File: src/rtl/bsg_chip_host_link_selector_pkg.sv
// Shared constants and types for the runtime-selectable host link attach point.
package bsg_chip_host_link_selector_pkg;

    localparam int unsigned host_link_num_channels_gp  = 4;
    localparam int unsigned host_link_max_out_gp       = 32;
    localparam int unsigned host_link_drain_timeout_gp = 1024;

    // Manycore fwd/rev packet widths
    localparam int unsigned host_link_fwd_width_gp = 128;
    localparam int unsigned host_link_rev_width_gp = 64;

    typedef enum logic [1:0] {
        ST_ACTIVE = 2'd0,
        ST_DRAIN  = 2'd1,
        ST_SWITCH = 2'd2
    } host_link_state_e;

endpackage

File: src/rtl/bsg_chip_host_link_credit_ctr.sv
// Saturating up/down outstanding-request counter with clear and underflow detect.
module bsg_chip_host_link_credit_ctr #(
    parameter int unsigned max_p = 32
) (
    input  logic                         clk_i,
    input  logic                         reset_n_i,
    input  logic                         inc_i,
    input  logic                         dec_i,
    input  logic                         clear_i,
    output logic [$clog2(max_p+1)-1:0]   count_o,
    output logic                         full_o,
    output logic                         underflow_c_o
);

    localparam int unsigned cnt_width_lp = $clog2(max_p + 1);

    logic [cnt_width_lp-1:0] count_q, count_d;

    assign count_o = count_q;
    assign full_o  = (count_q == cnt_width_lp'(max_p));

    // A decrement with nothing outstanding is reported, never wrapped.
    assign underflow_c_o = dec_i & ~inc_i & (count_q == '0);

    always_comb begin
        count_d = count_q;
        if (clear_i) begin
            count_d = '0;
        end else if (inc_i && !dec_i) begin
            if (!full_o) begin
                count_d = count_q + cnt_width_lp'(1);
            end
        end else if (dec_i && !inc_i) begin
            if (count_q != '0) begin
                count_d = count_q - cnt_width_lp'(1);
            end
        end
    end

    always_ff @(posedge clk_i or negedge reset_n_i) begin
        if (!reset_n_i) begin
            count_q <= '0;
        end else begin
            count_q <= count_d;
        end
    end

endmodule

File: src/rtl/bsg_two_fifo.sv
// Two-entry valid/ready buffer; registered output, full throughput, synchronous clear.
module bsg_two_fifo #(
    parameter int unsigned width_p = 8
) (
    input  logic               clk_i,
    input  logic               reset_n_i,
    input  logic               clear_i,
    input  logic               v_i,
    input  logic [width_p-1:0] data_i,
    output logic               ready_o,
    output logic               v_o,
    output logic [width_p-1:0] data_o,
    input  logic               yumi_i
);

    logic [1:0][width_p-1:0] mem_q, mem_d;
    logic                    rd_ptr_q, rd_ptr_d;
    logic                    wr_ptr_q, wr_ptr_d;
    logic [1:0]              cnt_q, cnt_d;
    logic                    enq, deq;

    assign ready_o = (cnt_q != 2'd2);
    assign v_o     = (cnt_q != 2'd0);
    assign data_o  = mem_q[rd_ptr_q];
    assign enq     = v_i & ready_o;
    assign deq     = yumi_i & v_o;

    always_comb begin
        mem_d    = mem_q;
        rd_ptr_d = rd_ptr_q;
        wr_ptr_d = wr_ptr_q;
        cnt_d    = cnt_q;
        if (clear_i) begin
            rd_ptr_d = 1'b0;
            wr_ptr_d = 1'b0;
            cnt_d    = 2'd0;
        end else begin
            if (enq) begin
                mem_d[wr_ptr_q] = data_i;
                wr_ptr_d        = ~wr_ptr_q;
            end
            if (deq) begin
                rd_ptr_d = ~rd_ptr_q;
            end
            cnt_d = cnt_q + 2'(enq) - 2'(deq);
        end
    end

    always_ff @(posedge clk_i or negedge reset_n_i) begin
        if (!reset_n_i) begin
            mem_q    <= '0;
            rd_ptr_q <= 1'b0;
            wr_ptr_q <= 1'b0;
            cnt_q    <= 2'd0;
        end else begin
            mem_q    <= mem_d;
            rd_ptr_q <= rd_ptr_d;
            wr_ptr_q <= wr_ptr_d;
            cnt_q    <= cnt_d;
        end
    end

endmodule

File: src/rtl/bsg_chip_host_link_selector.sv
// Routes the host fwd/rev link to one of num_channels_p attach points, draining
// outstanding traffic before any channel change.
module bsg_chip_host_link_selector
    import bsg_chip_host_link_selector_pkg::*;
#(
    parameter int unsigned num_channels_p  = host_link_num_channels_gp,
    parameter int unsigned fwd_width_p     = host_link_fwd_width_gp,
    parameter int unsigned rev_width_p     = host_link_rev_width_gp,
    parameter int unsigned max_out_p       = host_link_max_out_gp,
    parameter int unsigned drain_timeout_p = host_link_drain_timeout_gp,
    parameter int unsigned init_sel_p      = 0
) (
    input  logic                                        clk_i,
    input  logic                                        reset_n_i,

    input  logic                                        cfg_v_i,
    input  logic [$clog2(num_channels_p):0]             cfg_sel_i,
    output logic                                        cfg_ready_o,
    output logic [$clog2(num_channels_p)-1:0]           sel_o,
    output logic                                        busy_o,
    output logic [$clog2(max_out_p+1)-1:0]              outstanding_o,
    output logic                                        err_o,

    input  logic                                        host_fwd_v_i,
    input  logic [fwd_width_p-1:0]                      host_fwd_data_i,
    output logic                                        host_fwd_ready_o,

    output logic                                        host_rev_v_o,
    output logic [rev_width_p-1:0]                      host_rev_data_o,
    input  logic                                        host_rev_ready_i,

    output logic [num_channels_p-1:0]                   chan_fwd_v_o,
    output logic [num_channels_p-1:0][fwd_width_p-1:0]  chan_fwd_data_o,
    input  logic [num_channels_p-1:0]                   chan_fwd_ready_i,

    input  logic [num_channels_p-1:0]                   chan_rev_v_i,
    input  logic [num_channels_p-1:0][rev_width_p-1:0]  chan_rev_data_i,
    output logic [num_channels_p-1:0]                   chan_rev_ready_o
);

    localparam int unsigned sel_width_lp     = $clog2(num_channels_p);
    // One extra bit so out-of-range requests are representable and can be flagged.
    localparam int unsigned cfg_sel_width_lp = sel_width_lp + 1;
    localparam int unsigned out_width_lp     = $clog2(max_out_p + 1);
    localparam int unsigned timer_width_lp   = $clog2(drain_timeout_p + 1);

    host_link_state_e            state_q, state_d;
    logic [sel_width_lp-1:0]     sel_q, sel_d;
    logic [sel_width_lp-1:0]     next_sel_q, next_sel_d;
    logic [timer_width_lp-1:0]   timer_q, timer_d;
    logic                        err_q, err_d;

    logic                        cfg_err, drain_timeout;
    logic [num_channels_p-1:0]   sel_oh;
    logic                        stray_rev;

    logic                        fwd_fifo_ready, fwd_fifo_v, fwd_fifo_yumi, fwd_hs;
    logic [fwd_width_p-1:0]      fwd_fifo_data;
    logic                        rev_fifo_ready, rev_fifo_v, rev_hs;
    logic [rev_width_p-1:0]      rev_fifo_data;

    logic [out_width_lp-1:0]     count;
    logic                        count_full, count_underflow;

    assign sel_oh = num_channels_p'(1) << sel_q;

    // fwd path: host -> buffer -> selected channel
    assign host_fwd_ready_o = (state_q == ST_ACTIVE) & fwd_fifo_ready & ~count_full;
    assign fwd_hs           = host_fwd_v_i & host_fwd_ready_o;
    assign fwd_fifo_yumi    = fwd_fifo_v & chan_fwd_ready_i[sel_q];
    assign chan_fwd_v_o     = fwd_fifo_v ? sel_oh : '0;

    always_comb begin
        for (int i = 0; i < int'(num_channels_p); i++) begin
            chan_fwd_data_o[i] = fwd_fifo_data;
        end
    end

    bsg_two_fifo #(.width_p(fwd_width_p)) fwd_fifo (
        .clk_i     (clk_i),
        .reset_n_i (reset_n_i),
        .clear_i   (1'b0),
        .v_i       (host_fwd_v_i & host_fwd_ready_o),
        .data_i    (host_fwd_data_i),
        .ready_o   (fwd_fifo_ready),
        .v_o       (fwd_fifo_v),
        .data_o    (fwd_fifo_data),
        .yumi_i    (fwd_fifo_yumi)
    );

    // rev path: selected channel -> buffer -> host; other channels are always sunk
    assign chan_rev_ready_o = rev_fifo_ready ? '1 : ~sel_oh;
    assign stray_rev        = |(chan_rev_v_i & ~sel_oh);
    assign host_rev_v_o     = rev_fifo_v;
    assign host_rev_data_o  = rev_fifo_data;
    assign rev_hs           = rev_fifo_v & host_rev_ready_i;

    bsg_two_fifo #(.width_p(rev_width_p)) rev_fifo (
        .clk_i     (clk_i),
        .reset_n_i (reset_n_i),
        .clear_i   (drain_timeout),
        .v_i       (chan_rev_v_i[sel_q]),
        .data_i    (chan_rev_data_i[sel_q]),
        .ready_o   (rev_fifo_ready),
        .v_o       (rev_fifo_v),
        .data_o    (rev_fifo_data),
        .yumi_i    (rev_hs)
    );

    bsg_chip_host_link_credit_ctr #(.max_p(max_out_p)) credit_ctr (
        .clk_i         (clk_i),
        .reset_n_i     (reset_n_i),
        .inc_i         (fwd_hs),
        .dec_i         (rev_hs),
        .clear_i       (drain_timeout),
        .count_o       (count),
        .full_o        (count_full),
        .underflow_c_o (count_underflow)
    );

    // Channel-select FSM
    always_comb begin
        state_d       = state_q;
        sel_d         = sel_q;
        next_sel_d    = next_sel_q;
        timer_d       = timer_q;
        cfg_err       = 1'b0;
        drain_timeout = 1'b0;
        case (state_q)
            ST_ACTIVE: begin
                timer_d = '0;
                if (cfg_v_i) begin
                    if (cfg_sel_i >= cfg_sel_width_lp'(num_channels_p)) begin
                        cfg_err = 1'b1;
                    end else if (cfg_sel_i != cfg_sel_width_lp'(sel_q)) begin
                        next_sel_d = sel_width_lp'(cfg_sel_i);
                        state_d    = ST_DRAIN;
                    end
                end
            end
            ST_DRAIN: begin
                timer_d = timer_q + timer_width_lp'(1);
                if ((count == '0) && !fwd_fifo_v && !rev_fifo_v) begin
                    state_d = ST_SWITCH;
                end else if (timer_q == timer_width_lp'(drain_timeout_p - 1)) begin
                    drain_timeout = 1'b1;
                    state_d       = ST_SWITCH;
                end
            end
            ST_SWITCH: begin
                sel_d   = next_sel_q;
                state_d = ST_ACTIVE;
            end
            default: begin
                state_d = ST_ACTIVE;
            end
        endcase
        err_d = err_q | cfg_err | drain_timeout | stray_rev | count_underflow;
    end

    always_ff @(posedge clk_i or negedge reset_n_i) begin
        if (!reset_n_i) begin
            state_q    <= ST_ACTIVE;
            sel_q      <= sel_width_lp'(init_sel_p);
            next_sel_q <= sel_width_lp'(init_sel_p);
            timer_q    <= '0;
            err_q      <= 1'b0;
        end else begin
            state_q    <= state_d;
            sel_q      <= sel_d;
            next_sel_q <= next_sel_d;
            timer_q    <= timer_d;
            err_q      <= err_d;
        end
    end

    assign cfg_ready_o   = (state_q == ST_ACTIVE);
    assign busy_o        = (state_q != ST_ACTIVE);
    assign sel_o         = sel_q;
    assign outstanding_o = count;
    assign err_o         = err_q;

endmodule

File: config.mk
export PLATFORM = sky130hd
export DESIGN_NAME = bsg_chip_host_link_selector
export DESIGN_NICKNAME = d
export VERILOG_FILES = /design/src/rtl/bsg_chip_host_link_selector_pkg.sv /design/src/rtl/bsg_chip_host_link_credit_ctr.sv /design/src/rtl/bsg_two_fifo.sv /design/src/rtl/bsg_chip_host_link_selector.sv
export SDC_FILE = /design/constraint.sdc
export NUM_CORES = 1
export LEC_CHECK = 0
export ABC_CLOCK_PERIOD_IN_PS = 4000
export BUFFER_PORTS_ARGS = -buffer_cell sky130_fd_sc_hd__buf_2
export CORE_AREA = 2 2 394 396
export CTS_BUF_LIST = sky130_fd_sc_hd__clkbuf_2
export DETAILED_ROUTE_END_ITERATION = 8
export DIE_AREA = 0 0 396 398
export GPL_TIMING_DRIVEN = 0
export PLACE_DENSITY_LB_ADDON = 0.05
export SKIP_CTS_REPAIR_TIMING = 1
export SLEW_MARGIN = 40
export SYNTH_ARGS = -nofsm -noshare
export SYNTH_HDL_FRONTEND = slang
export SYNTH_SLANG_ARGS = --single-unit
File: constraint.sdc
create_clock -name clk_i -period 4 [get_ports clk_i]
set_input_delay 0.6 -clock clk_i [delete_from_list [all_inputs] [get_ports clk_i]]
set_output_delay 0.6 -clock clk_i [all_outputs]
set_load 0.005 [all_outputs]
; ---- Yosys cells after proc, flatten, opt, wreduce, memory -nomap -nowiden
; Index checks and enable logic that the tools add are counted.
[word_totals]
reg_bits = 416
input_bits = 400
out_inout_bits = 597
[classes]
n_addsub = 7
n_lt_le_gt_ge = 8
n_eq_ne = 12
shift = 1
mux = 41
bitwise = 25
n_reduce_logical = 26
[op_table]
columns = operator, n
row1 = 128-bit 2-to-1 mux, 3
row2 = 256-bit bitwise mux, 1
row3 = 64-bit 2-to-1 mux, 4
row4 = 64-bit binary-select mux with 2-bit select, 1
row5 = 128-bit bitwise mux, 1
row6 = 128-bit demux with 1-bit select, 1
row7 = 64-bit demux with 1-bit select, 1
row8 = 6-bit 2-to-1 mux, 5
row9 = 11-bit one-hot mux with 2 select lines, 1
row10 = 1-bit 2-to-1 mux, 12
row11 = 2-bit 2-to-1 mux, 6
row12 = 2-bit nonzero test, 6
row13 = "11-bit by 1-bit adder with 11-bit output, second input constant", 1
row14 = 1-bit AND, 11
row15 = "11-bit by 10-bit equality test with 1-bit output, second input constant", 1
row16 = "1-bit by 2-bit less-than comparator with 1-bit output, second input constant", 4
row17 = 4-bit 2-to-1 mux, 2
row18 = "2-bit inequality test, second input constant", 4
row19 = 1-bit NOT, 8
row20 = 4-bit AND reduction, 2
row21 = "6-bit by 1-bit adder with 6-bit output, second input constant", 1
row22 = "6-bit equality test, second input constant", 1
row23 = 1-bit logical AND, 6
row24 = 6-bit logical NOT, 1
row25 = 25 further kinds, 36

; ---- Longest topological paths before layout
[logic_depth]
depth_word = 9
mapped_depth = 12

; ---- Modules after synthesis
; From an unflattened synthesis, not the netlist that was laid out.
[hier_totals]
cells_unflattened = 1707
hier_area_um2 = 23277.3
[by_module_without_submodules]
columns = module, instances, cells_per_inst, area_each_um2, seq_area_each_um2
row1 = bsg_two_fifo (fwd_fifo), 1, 707, 11312.1, 6506.2
row2 = bsg_two_fifo (rev_fifo), 1, 365, 5859.4, 3303.2
row3 = bsg_chip_host_link_selector, 1, 573, 5549.1, 450.4
row4 = bsg_chip_host_link_credit_ctr, 1, 62, 556.8, 150.1

; ---- Worst setup path after synthesis
; OpenSTA, ideal clock, no wires.
[synth_path]
path_kind = reg-to-reg
from = register credit_ctr.count_q[0] (netlist: credit_ctr.count_o[0])
to = register credit_ctr.count_q[5] (netlist: credit_ctr.count_o[5])
setup_time_ns = 0.079
arrival_ns = 3.027
required_ns = 3.921
setup_slack_ns = 0.894
stages_incl_launch_ff = 13
path_buffers = 0
path_cell_list = dfrtp_1 > or4_4 > o311a_1 > nand2_2 > inv_2 > ha_1 > inv_1 > ha_1 > a211oi_1 > o21ai_0 > a21o_1 > a21boi_0 > mux2i_1
[synth_between]
elab_chain_len = 8
[synth_lines]
columns = element, line_no
row1 = "start, declared", bsg_chip_host_link_credit_ctr.sv:17  ; logic [cnt_width_lp-1:0] count_q, count_d;
row2 = "start signal, assigned", bsg_chip_host_link_credit_ctr.sv:44  ; count_q <= count_d;
row3 = 6-bit equality test (*), bsg_chip_host_link_credit_ctr.sv:20  ; assign full_o = (count_q == cnt_width_lp'(max_p));
row4 = 1-bit NOT (*), bsg_chip_host_link_selector.sv:68  ; assign host_fwd_ready_o = (state_q == ST_ACTIVE) & fwd_fifo_ready & ~count_full;
row5 = 1-bit AND (*), bsg_chip_host_link_selector.sv:68
row6 = named net host_fwd_ready_o, bsg_chip_host_link_selector.sv:26  ; output logic host_fwd_ready_o,
row7 = 1-bit AND (*), bsg_chip_host_link_selector.sv:69  ; assign fwd_hs = host_fwd_v_i & host_fwd_ready_o;
row8 = 1-bit logical NOT, bsg_chip_host_link_credit_ctr.sv:33  ; end else if (dec_i && !inc_i) begin
row9 = 1-bit logical AND, bsg_chip_host_link_credit_ctr.sv:33
row10 = 3-bit nonzero test (no line), n/a
row11 = 3-bit AND reduction (no line), n/a
; Mark *: on every way through the listed nets, which the timed path passes. The rest lies on a longest branch. The select of a mux whose other input is x is not followed.
; A chain may end at the register's enable or synchronous reset.

; ---- Worst setup path in the final report
[layout_path]
from = register sel_q[1] (netlist: sel_o[1])
to = register rev_fifo.mem_q[93] (netlist bit)
[layout_between]
elab_chain_len = 4
[layout_lines]
columns = element, line_no
row1 = "start, declared", bsg_chip_host_link_selector.sv:48  ; logic [sel_width_lp-1:0] sel_q, sel_d;
row2 = "start signal, assigned", bsg_chip_host_link_selector.sv:164  ; sel_q <= sel_width_lp'(init_sel_p);
row3 = "start signal, assigned", bsg_chip_host_link_selector.sv:170  ; sel_q <= sel_d;
row4 = 1-bit binary-select mux with 2-bit select, bsg_chip_host_link_selector.sv:102  ; .v_i (chan_rev_v_i[sel_q]),
row5 = 1-bit 2-to-1 mux (implied by the code), bsg_chip_host_link_selector.sv:102
row6 = 1-bit AND, bsg_two_fifo.sv:25  ; assign enq = v_i & ready_o;
row7 = 2-bit AND reduction (no line), n/a
row8 = "end signal, assigned", bsg_two_fifo.sv:56  ; mem_q <= mem_d;
row9 = "end, declared", bsg_two_fifo.sv:16  ; logic [1:0][width_p-1:0] mem_q, mem_d;
; Parallel ways exist; a longest one is shown, timed or not. The select of a mux whose other input is x is not followed.

==> impl_summary.txt <==
----------------------------------------------------
[Status]
  Run status ... complete, no violations

[Floorplan]
  Floorplan die area ... 158,000 um^2
  Initial core utilization ... 15.2%
  Width of the chip ... 396 um
  Cell Rows ... 144
  Io pins ... 997
  Die Y-Extent ... 398 um
  Core area ... 153,000 um^2

[Power]
  Net switching share of the total power ... 35.8%
  NetSw ... 9800 uW
  Power density over cell area ... 737 nW/um^2
  Logic pwr share ... 60.1%
  Pwr Total ... 27,400 uW
  Clock power share ... 13.7%
  Leakage power figure ... 0.0189 uW
  Peak ir drop on the vdd network ... 275 uV
  Sequential cell fraction of total power ... 26.2%
  Internal power ... 17,600 uW

[Detailed routing]
  Post-DRT Antenna Nets ... 0
  Overall via count from detail_route ... 19,300
  Vias per cell ... 3.54
  DRC viols ... 0
  DRT iter0 DRCs ... 467
  Routed len/inst ... 18.3 um
  Detailed Route WL ... 99.4 mm
  Initial DRT Pass Iterations ... 6

[Timing]
  Clock skew ... 84.1 ps
  Period utilisation layout ... 94.4%
  Final Hold Slack ... 239 ps
  Final slew viol count ... 0
  Maximum clock rate ... 265 MHz
  Relative slew margins ... 33.7%
  Worst path setup slack after routing ... 225 ps
  Setup violations, final ... 0
  Number of failing hold endpoints at the final stage ... 0
  RSZ-0062 raised after global routing ... false
  Slew at the pin with the worst max-slew slack ... 995 ps
  Post-route minimum period ... 3770 ps

[Synthesis]
  Number of flip-flops and latches in the synthesized netlist ... 416
  Number of warning messages in the yosys log ... 0
  Average cell area after synthesis ... 13.7 um^2
  Sequential share of the synthesized area ... 44.6%
  Most area-consuming cells after synthesis ... sky130_fd_sc_hd__dfrtp_1, sky130_fd_sc_hd__mux2_2, sky130_fd_sc_hd__buf_4, sky130_fd_sc_hd__mux4_2, sky130_fd_sc_hd__mux2_4
  Cell type contributing the most total cell area after synthesis ... sky130_fd_sc_hd__dfrtp_1
  Number of nets produced by synthesis ... 2,110
  Cell area after synthesis ... 23,300 um^2
  Number of enable flip-flop cells after synthesis ... 0
  Top cell type's share of synthesized area ... 44.6%
  Number of instances in the synthesized netlist ... 1,698
  Dominant register cell in the synthesized netlist ... sky130_fd_sc_hd__dfrtp_1
  Fraction of registers with async set/reset ... 100%
  Unique masters post-synth ... 49

[Cells and area]
  Final nets ... 3,717
  Fraction of layout instances using a drive strength above 1 ... 68.2%
  Fillcell total ... 16,600
  Core Util, Final ... 24.2%
  Non-Filler Cell Area, Final ... 37,200 um^2
  Seq. cell area ... 10,400 um^2
  Area added between synthesis and finish ... 59.3%
  Multi-input gate area ... 9320 um^2

[CTS]
  Max Buffers Root-to-Sink ... 3
  TritonCTS clock tree ... yes
  H-tree levels ... 4
  Clock root buffer ... sky130_fd_sc_hd__clkbuf_2
  Clock latency at the later pin of the worst-skew pair ... 1410 ps
  Total CTS buffers ... 137
  Count of clock tree sinks ... 416
  Clock Pin Slew Worst Setup and Hold Paths ... 110 ps

[Place]
  Input/output buffers ... 996
  HPWL reported at the end of detailed placement ... 78.2 mm
  Area after DPL ... 31,100 um^2
  Gpl congestion ... 0.801
  Setup slack after placement ... 151 ps

[Global route]
  Via count of the first global-routing pass ... 18,900
  Global-route total usage across every layer ... 12.1%
  Grt ovf ... 0
  First-pass GRT wire length ... 136 mm
  Number of antenna violations at the first check in global routing ... 12
  Maximum number of pins on one net before global-route repair ... 71

[Setup path]
  Signal arrival time at the worst endpoint ... 5040 ps
  Critical path required time ... 5270 ps
  Kind of launch point of the worst setup path ... flip-flop
  Nature of the critical path endpoint ... flip-flop
  CP Class ... reg -> reg
  Critical path peak fanout ... 10

[Min path]
  Class of the worst hold path ... in -> reg

[Flow run]
  Max_cap viols ... 0

----------------------------------------------------
routing by layer:
metal	global-route usage [%]	part of all wire (%)	vias to the layer above
li1	-	-	8913
met1	13.1	38	9483
met2	22.1	52	729
met3	3.88	7.4	149
met4	3.60	2.3	0
met5	0	0	-
cells in the mapped netlist (7+ instances only):
| cell type | instances |
|---|---|
| sky130_fd_sc_hd__mux2_2 | 509 |
| sky130_fd_sc_hd__dfrtp_1 | 416 |
| sky130_fd_sc_hd__buf_4 | 388 |
| sky130_fd_sc_hd__mux4_2 | 66 |
| sky130_fd_sc_hd__mux2_4 | 60 |
| sky130_fd_sc_hd__clkbuf_1 | 39 |
| sky130_fd_sc_hd__buf_6 | 31 |
| sky130_fd_sc_hd__nor2_1 | 26 |
| sky130_fd_sc_hd__nand2_1 | 17 |
| sky130_fd_sc_hd__mux2_1 | 16 |
| sky130_fd_sc_hd__inv_1 | 12 |
| sky130_fd_sc_hd__ha_1 | 11 |
| sky130_fd_sc_hd__a22o_1 | 8 |
| sky130_fd_sc_hd__nand3_1 | 8 |
| sky130_fd_sc_hd__o21ai_0 | 8 |
| sky130_fd_sc_hd__xnor2_1 | 7 |
cells in the final DEF (no fill, tap or decap), drive strengths merged, types with 2 or more instances in the layout:
cell,n
nor4,2
nor3,6
o21ai,8
nand2b,4
nand2,18
mux2i,2
xnor2,7
xor2,6
clkinv,26
mux4,66
ha,11
inv,15
a22o,8
nor3b,2
or2,3
buf,1448
or3,2
bufinv,6
nand3,8
mux2,585
o31ai,2
nor2b,6
a21oi,5
a211oi,2
or4,3
clkbuf,212
dfrtp,416
nor2,26
dlygate4sd3,467
nand3b,3
diode,4
a21o,4
critical path, cell delays in order, from the launching register on:
cell and delay (ps):
sky130_fd_sc_hd__dfrtp_2 500, sky130_fd_sc_hd__clkbuf_4 320, sky130_fd_sc_hd__clkbuf_1 490, sky130_fd_sc_hd__mux4_2 380, sky130_fd_sc_hd__dlygate4sd3_1 560, sky130_fd_sc_hd__dlygate4sd3_1 570, sky130_fd_sc_hd__mux2_4 250, sky130_fd_sc_hd__dlygate4sd3_1 550
state kept, by name, indices dropped and copies added (netlist names), 2 cells and up:
name	flops
next_sel_q	2
rev_fifo.cnt_q	2
state_q	2
rev_fifo.mem_q	128
timer_q	11
fwd_fifo.cnt_q	2
fwd_fifo.mem_q	256
sel_o	2
credit_ctr.count_o	6
cells by family after synthesis:
group / after synthesis / share of synthesized area, %
AOI/OAI and AO/OA: 36 / 1.09
xor gates and xnor gates: 13 / 0.488
adders and majority gates: 12 / 0.676
buffers and inverters: 483 / 15.5
DFF: 416 / 44.6
muxes: 653 / 35.7
and+or+nand+nor: 85 / 1.97
power groups by stage:
stage                     sequential [uW]  clock (uW)  combinational, uW
after floorplan                      6950           0               9650
after global placement               7180           0              16300
after detailed placement             7270           0              16300
after CTS                            7190        4130              16400
after global routing                 7470        4320              17900
final                                7180        3760              16500
metrics by stage:
| stage | instances | TNS, ps |
|---|---|---|
| after global routing | 5437 | 0 |
| after CTS | 4969 | -364530 |
| after global placement | 4738 | -2934780 |
| after floorplan | 1698 | 0 |
| after detailed placement | 4745 | 0 |
| final | 5438 | 0 |
path summary, 6_finish.rpt:
path,start,to,slack (ps),cells after the start
max in group asynchronous,reset_n_i,fwd_fifo.mem_q[29]$_DFFE_PN0P_,2460,6
worst max register to register,sel_o[1]$_DFFE_PN0N_,rev_fifo.mem_q[93]$_DFFE_PN0P_,230,7
worst min-delay path,chan_rev_data_i[142],rev_fifo.mem_q[14]$_DFFE_PN0P_,240,4
worst min register to register,rev_fifo.mem_q[16]$_DFFE_PN0P_,rev_fifo.mem_q[16]$_DFFE_PN0P_,490,1
worst max-delay path,sel_o[1]$_DFFE_PN0N_,rev_fifo.mem_q[93]$_DFFE_PN0P_,230,7
min in group asynchronous,reset_n_i,rev_fifo.mem_q[68]$_DFFE_PN0P_,370,4
cell type report:
| type | instances | share of cell area (%) |
|---|---|---|
| diodes | 4 | 0.0269 |
| flip-flops and latches | 416 | 28.0 |
| multi-input cells | 799 | 25.1 |
| well taps | 2044 | 6.88 |
| repair buffers | 1471 | 26.6 |
| plain buffers | 467 | 9.88 |
| inverters | 13 | 0.131 |
| clock inverters | 35 | 0.822 |
| clock buffers | 189 | 2.55 |
Power figures use the tool's default switching activity.
